**src/rtl/imem_loadable_if.sv**
```systemverilog
// Fetch and byte-stream load bus of the loadable instruction memory.
// The master is the CPU/loader side; the slave is the memory.
interface imem_loadable_if #(
    parameter int DATA_W = 16,
    parameter int ADDR_W = 8,
    parameter int DEPTH  = 128
);
    localparam int WORDS_W = $clog2(DEPTH + 1);

    logic [ADDR_W-1:0]  ADDR;
    logic [DATA_W-1:0]  Q;
    logic               BUSY;
    logic               LD_START;
    logic               LD_VALID;
    logic [7:0]         LD_BYTE;
    logic               LD_LAST;
    logic               LD_READY;
    logic               LD_ERR;
    logic [WORDS_W-1:0] WORDS;

    modport master (
        output ADDR, LD_START, LD_VALID, LD_BYTE, LD_LAST,
        input  Q, BUSY, LD_READY, LD_ERR, WORDS
    );

    modport slave (
        input  ADDR, LD_START, LD_VALID, LD_BYTE, LD_LAST,
        output Q, BUSY, LD_READY, LD_ERR, WORDS
    );
endinterface

```
**src/rtl/imem_loadable.sv**
```systemverilog
// Instruction memory with a clear-on-reset sweep and a byte-stream program loader.
// Fetch is combinational and returns NOP whenever the controller may be writing.
module imem_loadable #(
    parameter int DATA_W = 16,
    parameter int ADDR_W = 8,
    parameter int DEPTH  = 128
) (
    input  logic           CLK,
    input  logic           RESET,
    imem_loadable_if.slave bus
);
    localparam int BYTES   = DATA_W / 8;
    localparam int SHIFT   = $clog2(BYTES);
    localparam int PH_W    = (BYTES > 1) ? $clog2(BYTES) : 1;
    localparam int IDX_W   = (DEPTH > 1) ? $clog2(DEPTH) : 1;
    localparam int WORDS_W = $clog2(DEPTH + 1);

    localparam logic [PH_W-1:0]  PH_LAST  = PH_W'(BYTES - 1);
    localparam logic [IDX_W-1:0] IDX_LAST = IDX_W'(DEPTH - 1);

    typedef enum logic [1:0] {
        S_CLEAR,
        S_IDLE,
        S_LOAD
    } state_t;

    state_t               r_state;
    logic [IDX_W-1:0]     r_clr_idx;
    logic [IDX_W-1:0]     r_ld_idx;
    logic [PH_W-1:0]      r_phase;
    logic [WORDS_W-1:0]   r_words;
    logic                 r_err;
    logic                 r_busy;
    logic                 r_ready;

    logic [DATA_W-1:0]    r_mem [DEPTH];

    logic                 w_accept;
    logic                 w_word_end;
    logic [DATA_W-1:0]    w_word;
    logic                 w_we;
    logic [IDX_W-1:0]     w_waddr;
    logic [DATA_W-1:0]    w_wdata;
    logic [ADDR_W-1:0]    w_widx;
    logic                 w_in_range;

    assign w_accept   = (r_state == S_LOAD) && bus.LD_VALID;
    assign w_word_end = w_accept && (r_phase == PH_LAST);

    // Earlier bytes of the word sit in the upper lanes; the incoming byte completes the LSB.
    generate
        if (BYTES > 1) begin : g_asm
            logic [DATA_W-9:0] r_asm;

            always_ff @(posedge CLK) begin
                if (w_accept) begin
                    r_asm <= w_word[DATA_W-9:0];
                end
            end

            assign w_word = {r_asm, bus.LD_BYTE};
        end else begin : g_no_asm
            assign w_word = bus.LD_BYTE;
        end
    endgenerate

    always_comb begin
        w_we    = 1'b0;
        w_waddr = r_ld_idx;
        w_wdata = w_word;
        if (!RESET) begin
            if (r_state == S_CLEAR) begin
                w_we    = 1'b1;
                w_waddr = r_clr_idx;
                w_wdata = '0;
            end else if (w_word_end) begin
                w_we = 1'b1;
            end
        end
    end

    always_ff @(posedge CLK) begin
        if (w_we) begin
            r_mem[w_waddr] <= w_wdata;
        end
    end

    always_ff @(posedge CLK) begin
        if (RESET) begin
            r_state   <= S_CLEAR;
            r_clr_idx <= '0;
            r_ld_idx  <= '0;
            r_phase   <= '0;
            r_words   <= '0;
            r_err     <= 1'b0;
            r_busy    <= 1'b1;
            r_ready   <= 1'b0;
        end else begin
            case (r_state)
                S_CLEAR: begin
                    r_clr_idx <= r_clr_idx + IDX_W'(1);
                    if (r_clr_idx == IDX_LAST) begin
                        r_state <= S_IDLE;
                        r_busy  <= 1'b0;
                    end
                end

                S_IDLE: begin
                    if (bus.LD_START) begin
                        r_state  <= S_LOAD;
                        r_ld_idx <= '0;
                        r_phase  <= '0;
                        r_words  <= '0;
                        r_err    <= 1'b0;
                        r_busy   <= 1'b1;
                        r_ready  <= 1'b1;
                    end
                end

                S_LOAD: begin
                    if (w_accept) begin
                        if (r_phase == PH_LAST) begin
                            r_phase  <= '0;
                            r_ld_idx <= r_ld_idx + IDX_W'(1);
                            r_words  <= r_words + WORDS_W'(1);
                            if (bus.LD_LAST) begin
                                r_state <= S_IDLE;
                                r_err   <= 1'b0;
                                r_busy  <= 1'b0;
                                r_ready <= 1'b0;
                            end else if (r_ld_idx == IDX_LAST) begin
                                // Memory is full: keep what was written, flag the truncation.
                                r_state <= S_IDLE;
                                r_err   <= 1'b1;
                                r_busy  <= 1'b0;
                                r_ready <= 1'b0;
                            end
                        end else if (bus.LD_LAST) begin
                            // Program ended mid-word: the partial word is dropped.
                            r_state <= S_IDLE;
                            r_phase <= '0;
                            r_err   <= 1'b1;
                            r_busy  <= 1'b0;
                            r_ready <= 1'b0;
                        end else begin
                            r_phase <= r_phase + PH_W'(1);
                        end
                    end
                end

                default: begin
                    r_state   <= S_CLEAR;
                    r_clr_idx <= '0;
                    r_busy    <= 1'b1;
                    r_ready   <= 1'b0;
                end
            endcase
        end
    end

    assign w_widx     = bus.ADDR >> SHIFT;
    assign w_in_range = {1'b0, w_widx} < (ADDR_W + 1)'(DEPTH);

    assign bus.Q        = (r_busy || RESET || !w_in_range) ? '0 : r_mem[w_widx[IDX_W-1:0]];
    assign bus.BUSY     = r_busy;
    assign bus.LD_READY = r_ready;
    assign bus.LD_ERR   = r_err;
    assign bus.WORDS    = r_words;
endmodule

```
**src/flat_wrapper.sv**
```systemverilog
// flat-port wrapper written by rule: the top's interface ports become plain ports
module imem_loadable_flat 
#(
    parameter int DATA_W = 16,
    parameter int ADDR_W = 8,
    parameter int DEPTH  = 128
)
  (CLK, RESET, bus_ADDR, bus_LD_START, bus_LD_VALID, bus_LD_BYTE, bus_LD_LAST, bus_Q, bus_BUSY, bus_LD_READY, bus_LD_ERR, bus_WORDS);
  imem_loadable_if #(.DATA_W(DATA_W), .ADDR_W(ADDR_W), .DEPTH(DEPTH)) bus_i ();
  input  logic CLK;
  input  logic RESET;
  input wire logic [$bits(bus_i.ADDR)-1:0] bus_ADDR;
  input wire logic [$bits(bus_i.LD_START)-1:0] bus_LD_START;
  input wire logic [$bits(bus_i.LD_VALID)-1:0] bus_LD_VALID;
  input wire logic [$bits(bus_i.LD_BYTE)-1:0] bus_LD_BYTE;
  input wire logic [$bits(bus_i.LD_LAST)-1:0] bus_LD_LAST;
  output wire logic [$bits(bus_i.Q)-1:0] bus_Q;
  output wire logic [$bits(bus_i.BUSY)-1:0] bus_BUSY;
  output wire logic [$bits(bus_i.LD_READY)-1:0] bus_LD_READY;
  output wire logic [$bits(bus_i.LD_ERR)-1:0] bus_LD_ERR;
  output wire logic [$bits(bus_i.WORDS)-1:0] bus_WORDS;
  assign bus_i.ADDR = bus_ADDR;
  assign bus_i.LD_START = bus_LD_START;
  assign bus_i.LD_VALID = bus_LD_VALID;
  assign bus_i.LD_BYTE = bus_LD_BYTE;
  assign bus_i.LD_LAST = bus_LD_LAST;
  assign bus_Q = bus_i.Q;
  assign bus_BUSY = bus_i.BUSY;
  assign bus_LD_READY = bus_i.LD_READY;
  assign bus_LD_ERR = bus_i.LD_ERR;
  assign bus_WORDS = bus_i.WORDS;
  imem_loadable #(.DATA_W(DATA_W), .ADDR_W(ADDR_W), .DEPTH(DEPTH)) u_core (.CLK(CLK), .RESET(RESET), .bus(bus_i));
endmodule
```
**config.mk**
```make
export PLATFORM = sky130hd
export DESIGN_NAME = imem_loadable_flat
export DESIGN_NICKNAME = d
export VERILOG_FILES = /design/src/rtl/imem_loadable_if.sv /design/src/rtl/imem_loadable.sv /design/src/flat_wrapper.sv
export SDC_FILE = /design/constraint.sdc
export NUM_CORES = 2
export LEC_CHECK = 0
export CAP_MARGIN = 25
export CORE_ASPECT_RATIO = 0.5
export CORE_MARGIN = 5
export CORE_UTILIZATION = 26
export CTS_CLUSTER_SIZE = 14
export DETAILED_ROUTE_END_ITERATION = 12
export HOLD_SLACK_MARGIN = 0.15
export PLACE_DENSITY = 0.49
export SLEW_MARGIN = 20
export SYNTH_ARGS = -nofsm -noshare
export SYNTH_HDL_FRONTEND = slang
export SYNTH_SLANG_ARGS = --single-unit
```
**constraint.sdc**
```tcl
create_clock -name CLK -period 4.7 [get_ports CLK]
set_input_delay 1.175 -clock CLK [delete_from_list [all_inputs] [get_ports CLK]]
set_output_delay 1.175 -clock CLK [all_outputs]
set_load 0.005 [all_outputs]
```
==> impl_metrics.csv <==
group,metric,value,unit
run_status,run_status,"finished with violations",
run_status,failing_checks,"negative setup slack",
drt,route.detailed.wl_per_inst,25.6,um
timing,report.final.hold_viol_count,0,
run,max-cap-violations,0,
clock_tree,clkLatencyLatePin,840,ps
floorplanning,io-pin-count,48,
drt,drt_drc_violations_left,0,
floorplanning,fp.dieH,404,um
clock_tree,postCtsHoldBufs,0,
timing,final.period_utilization,105,%
worst_setup_path,cp_data_required_time,3520,ps
clock_tree,cts_tree,"yes",
worst_setup_path,critical_path_arrival,3770,ps
synthesis,synth-main-ff-cell,"edfxtp_1",
drt,route.final.wire_length,231000,um
floorplanning,fp.dieW,798,um
synthesis,synth_top_cells_by_count,"edfxtp_1 (2056), mux4_2 (380), mux2i_1 (376), nor2_1 (193), o22ai_1 (130)",
power_and_ir_drop,power_density,373,nW/um2
drt,vias_after_detailed_routing,41900,
floorplanning,start_util,26.2,%
place,portBuffers,46,
drt,drt_first_pass_iters,5,
timing,rsz0062_at_grt,"true",
clock_tree,clock_transition_at_the_registers_of_the_reported_paths,60,ps
layout,drive_above_1_share,35.1,%
clock_tree,number_of_levels_in_the_clock_h_tree,4,
power_and_ir_drop,leakagePower,33.7,nW
power_and_ir_drop,p_total,38.5,mW
worst_setup_path,worst_path_cell_with_the_longest_stage_delay,"or4_4",
global_route,grt_antenna_before_repair,12,
synthesis,synth-warning-count,0,
timing,timing.final.setup_violations,16,
drt,vias_per_cell,4.65,
synthesis,syn_nets,3909,
synthesis,synth_sequential_area_ratio,77.2,%
drt,drt-initial-drc-count,4013,
worst_setup_path,largest_stage_delay_worst_path,590,ps
synthesis,yosysMostFrequentCell,"edfxtp_1",
clock_tree,cts_root_buf,"clkbuf_16",
timing,clock_skew,49.6,ps
synthesis,syn_avg_cell_area,20.8,um2
synthesis,synth_top_area_share,76.5,%
timing,finalCriticalPeriod,4940,ps
layout,areaGrowthSynthToFinish,27.9,%
layout,finalNonFillerCells,9009,
floorplanning,total_die_area,322000,um2
floorplanning,row_count,144,
global_route,overflow,0,
min_path,hold_path_startpoint,"u_core.r_clr_idx[5]$_SDFFE_PP0N_",
drt,antenna_left,0,
synthesis,synth_edf_count,2056,
timing,fmax,202,MHz
global_route,global_route.usage.total,13.9,%
worst_setup_path,endpoint_kind,"primary output",
timing,max_slew.worst_pin.slew,893,ps
worst_setup_path,worst_setup_path_startpoint,"bus_ADDR[2]",
synthesis,async_flop_share,0,%
synthesis,synth_cell_types,60,
layout,fillers,28900,
synthesis,post_synth_main_area_contributors,"edfxtp_1 (76%), mux4_2 (11%), mux2i_1 (4.7%), o22ai_1 (1.0%), nor2_1 (0.90%)",
place,detailed_placement_wirelength_estimate,143000,um
global_route,grt_max_degree,129,
place,gpl.final_weighted_congestion,0.827,
global_route,wire_length_of_the_first_global_routing_pass,324000,um
layout,final_nets,4726,
place,numPlacedInstances,8520,
timing,layout_setup_ws,-245,ps
timing,final-max-slew-violation-count,0,
power_and_ir_drop,max_rail_drop_vdd,0.280,mV
min_path,worst_hold_path_type,"reg2reg",
worst_setup_path,criticalPathCategory,"in2out",
global_route,grt_pass1_vias,42900,
clock_tree,cts.sinks,2084,
timing,slew_headroom,39.0,%
floorplanning,core_region_area,309000,um2
synthesis,synth-seq-cells,2084,
synthesis,post_synth_inst_count,3881,
synthesis,synth_area,80700,um2
clock_tree,clockBufferDepth,4,
worst_setup_path,critical_path_peak_fanout,8,
worst_setup_path,crit_path_cell_chain,"buf_16 -> buf_12 -> buf_12 -> buf_16 -> mux2i_4 -> o22ai_4 -> or4_4 -> a211oi_4 -> buf_6 -> nand4b_1 -> buf_2",
clock_tree,numCtsBuffers,206,
synthesis,yosysTopAreaCell,"edfxtp_1",
worst_setup_path,kind_of_start_point_of_the_critical_path,"input port",
worst_setup_path,r2r-start,"u_core.r_state[1]$_SDFFE_PP0P_",
==> critical path, delay by kind of cell <==
kind | cells | cell delay [ps]
multiplexers | 1 | 250
AO/OA/AOI/OAI | 2 | 460
buffers and inverters | 6 | 1050
AND/OR/NAND/NOR | 2 | 830
==> layout make-up <==
cell class / count / area [um2] / area share, %
repair buffers: 820 / 10200 / 9.86
clock buffers: 257 / 5370 / 5.20
diodes: 2 / 5.00 / 0.00485
well taps: 4161 / 5210 / 5.04
multi-input cells: 1574 / 19100 / 18.5
flip-flops and latches: 2084 / 62300 / 60.3
clock inverters: 99 / 1020 / 0.987
inverters: 12 / 45.0 / 0.0436
==> registers in the layout (all words and copies together), names as in the netlist <==
signal and cells:
u_core.r_mem 2048, u_core.bus.WORDS 8, u_core.g_asm.r_asm 8, u_core.r_clr_idx 7, u_core.r_ld_idx 7, u_core.r_state 2, u_core.bus.BUSY 1, u_core.bus.LD_ERR 1
u_core.bus.LD_READY 1, u_core.r_phase 1
==> through the flow <==
stage / utilization, % / TNS (ps) / hold WS (ps) / area [um2] / setup WS (ps)
floorplan: - / 0 / 465 / 80700 / 691
global placement: 30.1 / -18980 / 485 / 93000 / -1430
detailed placement: 30.1 / -18470 / 501 / 93000 / -1450
CTS: 33.1 / -3530 / 510 / 102000 / -289
global route: 33.5 / -3010 / 565 / 103000 / -252
finish: 33.5 / -2480 / 520 / 103000 / -245
==> layer usage <==
layer / track usage (%) / wire length [um] / part of all wire [%] / up-vias
met5: 0 / 0 / 0 / -
met4: 3.58 / 5840 / 2.5 / 0
met3: 1.99 / 13500 / 5.8 / 277
met2: 23.0 / 111000 / 48 / 1279
met1: 19.2 / 100000 / 43 / 22500
li1: - / - / - / 17900
==> kinds of logic (layout without fill, tap and decap cells) <==
group	after synthesis	after routing	share of synthesized area (%)
other	0	2	0
multiplexers	763	763	15.4
flip-flops	2084	2084	77.2
AO/OA/AOI/OAI	329	329	2.90
adder cells (fa/ha/maj)	7	7	0.108
AND/OR/NAND/NOR	461	461	2.89
buffers and inverters	223	1188	1.42
XOR/XNOR	14	14	0.152
==> power by group <==
group	total, mW	switching (mW)	leakage (nW)	internal (mW)
Clock	16.1	6.88	3.10	9.19
Combinational	2.12	1.14	11.7	0.982
Sequential	20.3	0.00718	18.9	20.3
Total	38.5	8.03	33.7	30.5
==> what timing repair did <==
item | CTS | global route
setup buffers | 62 | 57
pin swaps | 46 | 59
gates cloned | 24 | 4
endpoints found under the setup margin | 16 | 16
gates resized for setup | 394 | 154
==> path summary, 6_finish.rpt <==
path | endpoint | slack, ps | cells after the start
max | bus_Q[5] | -240 | 11
min | u_core.r_clr_idx[5]$_SDFFE_PP0N_ | 520 | 2
max reg2reg | u_core.r_mem[77][10]$_DFFE_PP_ | 1680 | 10
min reg2reg | u_core.r_clr_idx[5]$_SDFFE_PP0N_ | 520 | 2
==> placed cells by master, fill, tap and decap left out, types with 26 or more instances in the layout <==
master | Yosys | routed
edfxtp_1 | 2056 | 2056
buf_4 | 27 | 449
mux4_2 | 380 | 380
mux2i_1 | 376 | 308
buf_12 | 0 | 228
clkbuf_16 | 0 | 211
nor2_1 | 193 | 159
o22ai_1 | 130 | 89
nand2_1 | 65 | 62
buf_6 | 9 | 54
clkbuf_1 | 56 | 50
clkinv_1 | 0 | 47
mux2i_2 | 1 | 43
nor2b_1 | 42 | 40
a22o_1 | 33 | 33
a211oi_1 | 50 | 30
buf_16 | 0 | 30
nor2_2 | 1 | 29
a221oi_1 | 32 | 27
o22ai_2 | 0 | 27
dfxtp_1 | 28 | 27
mux2i_4 | 0 | 26
Note: power is estimated with default switching activity, not from simulation.
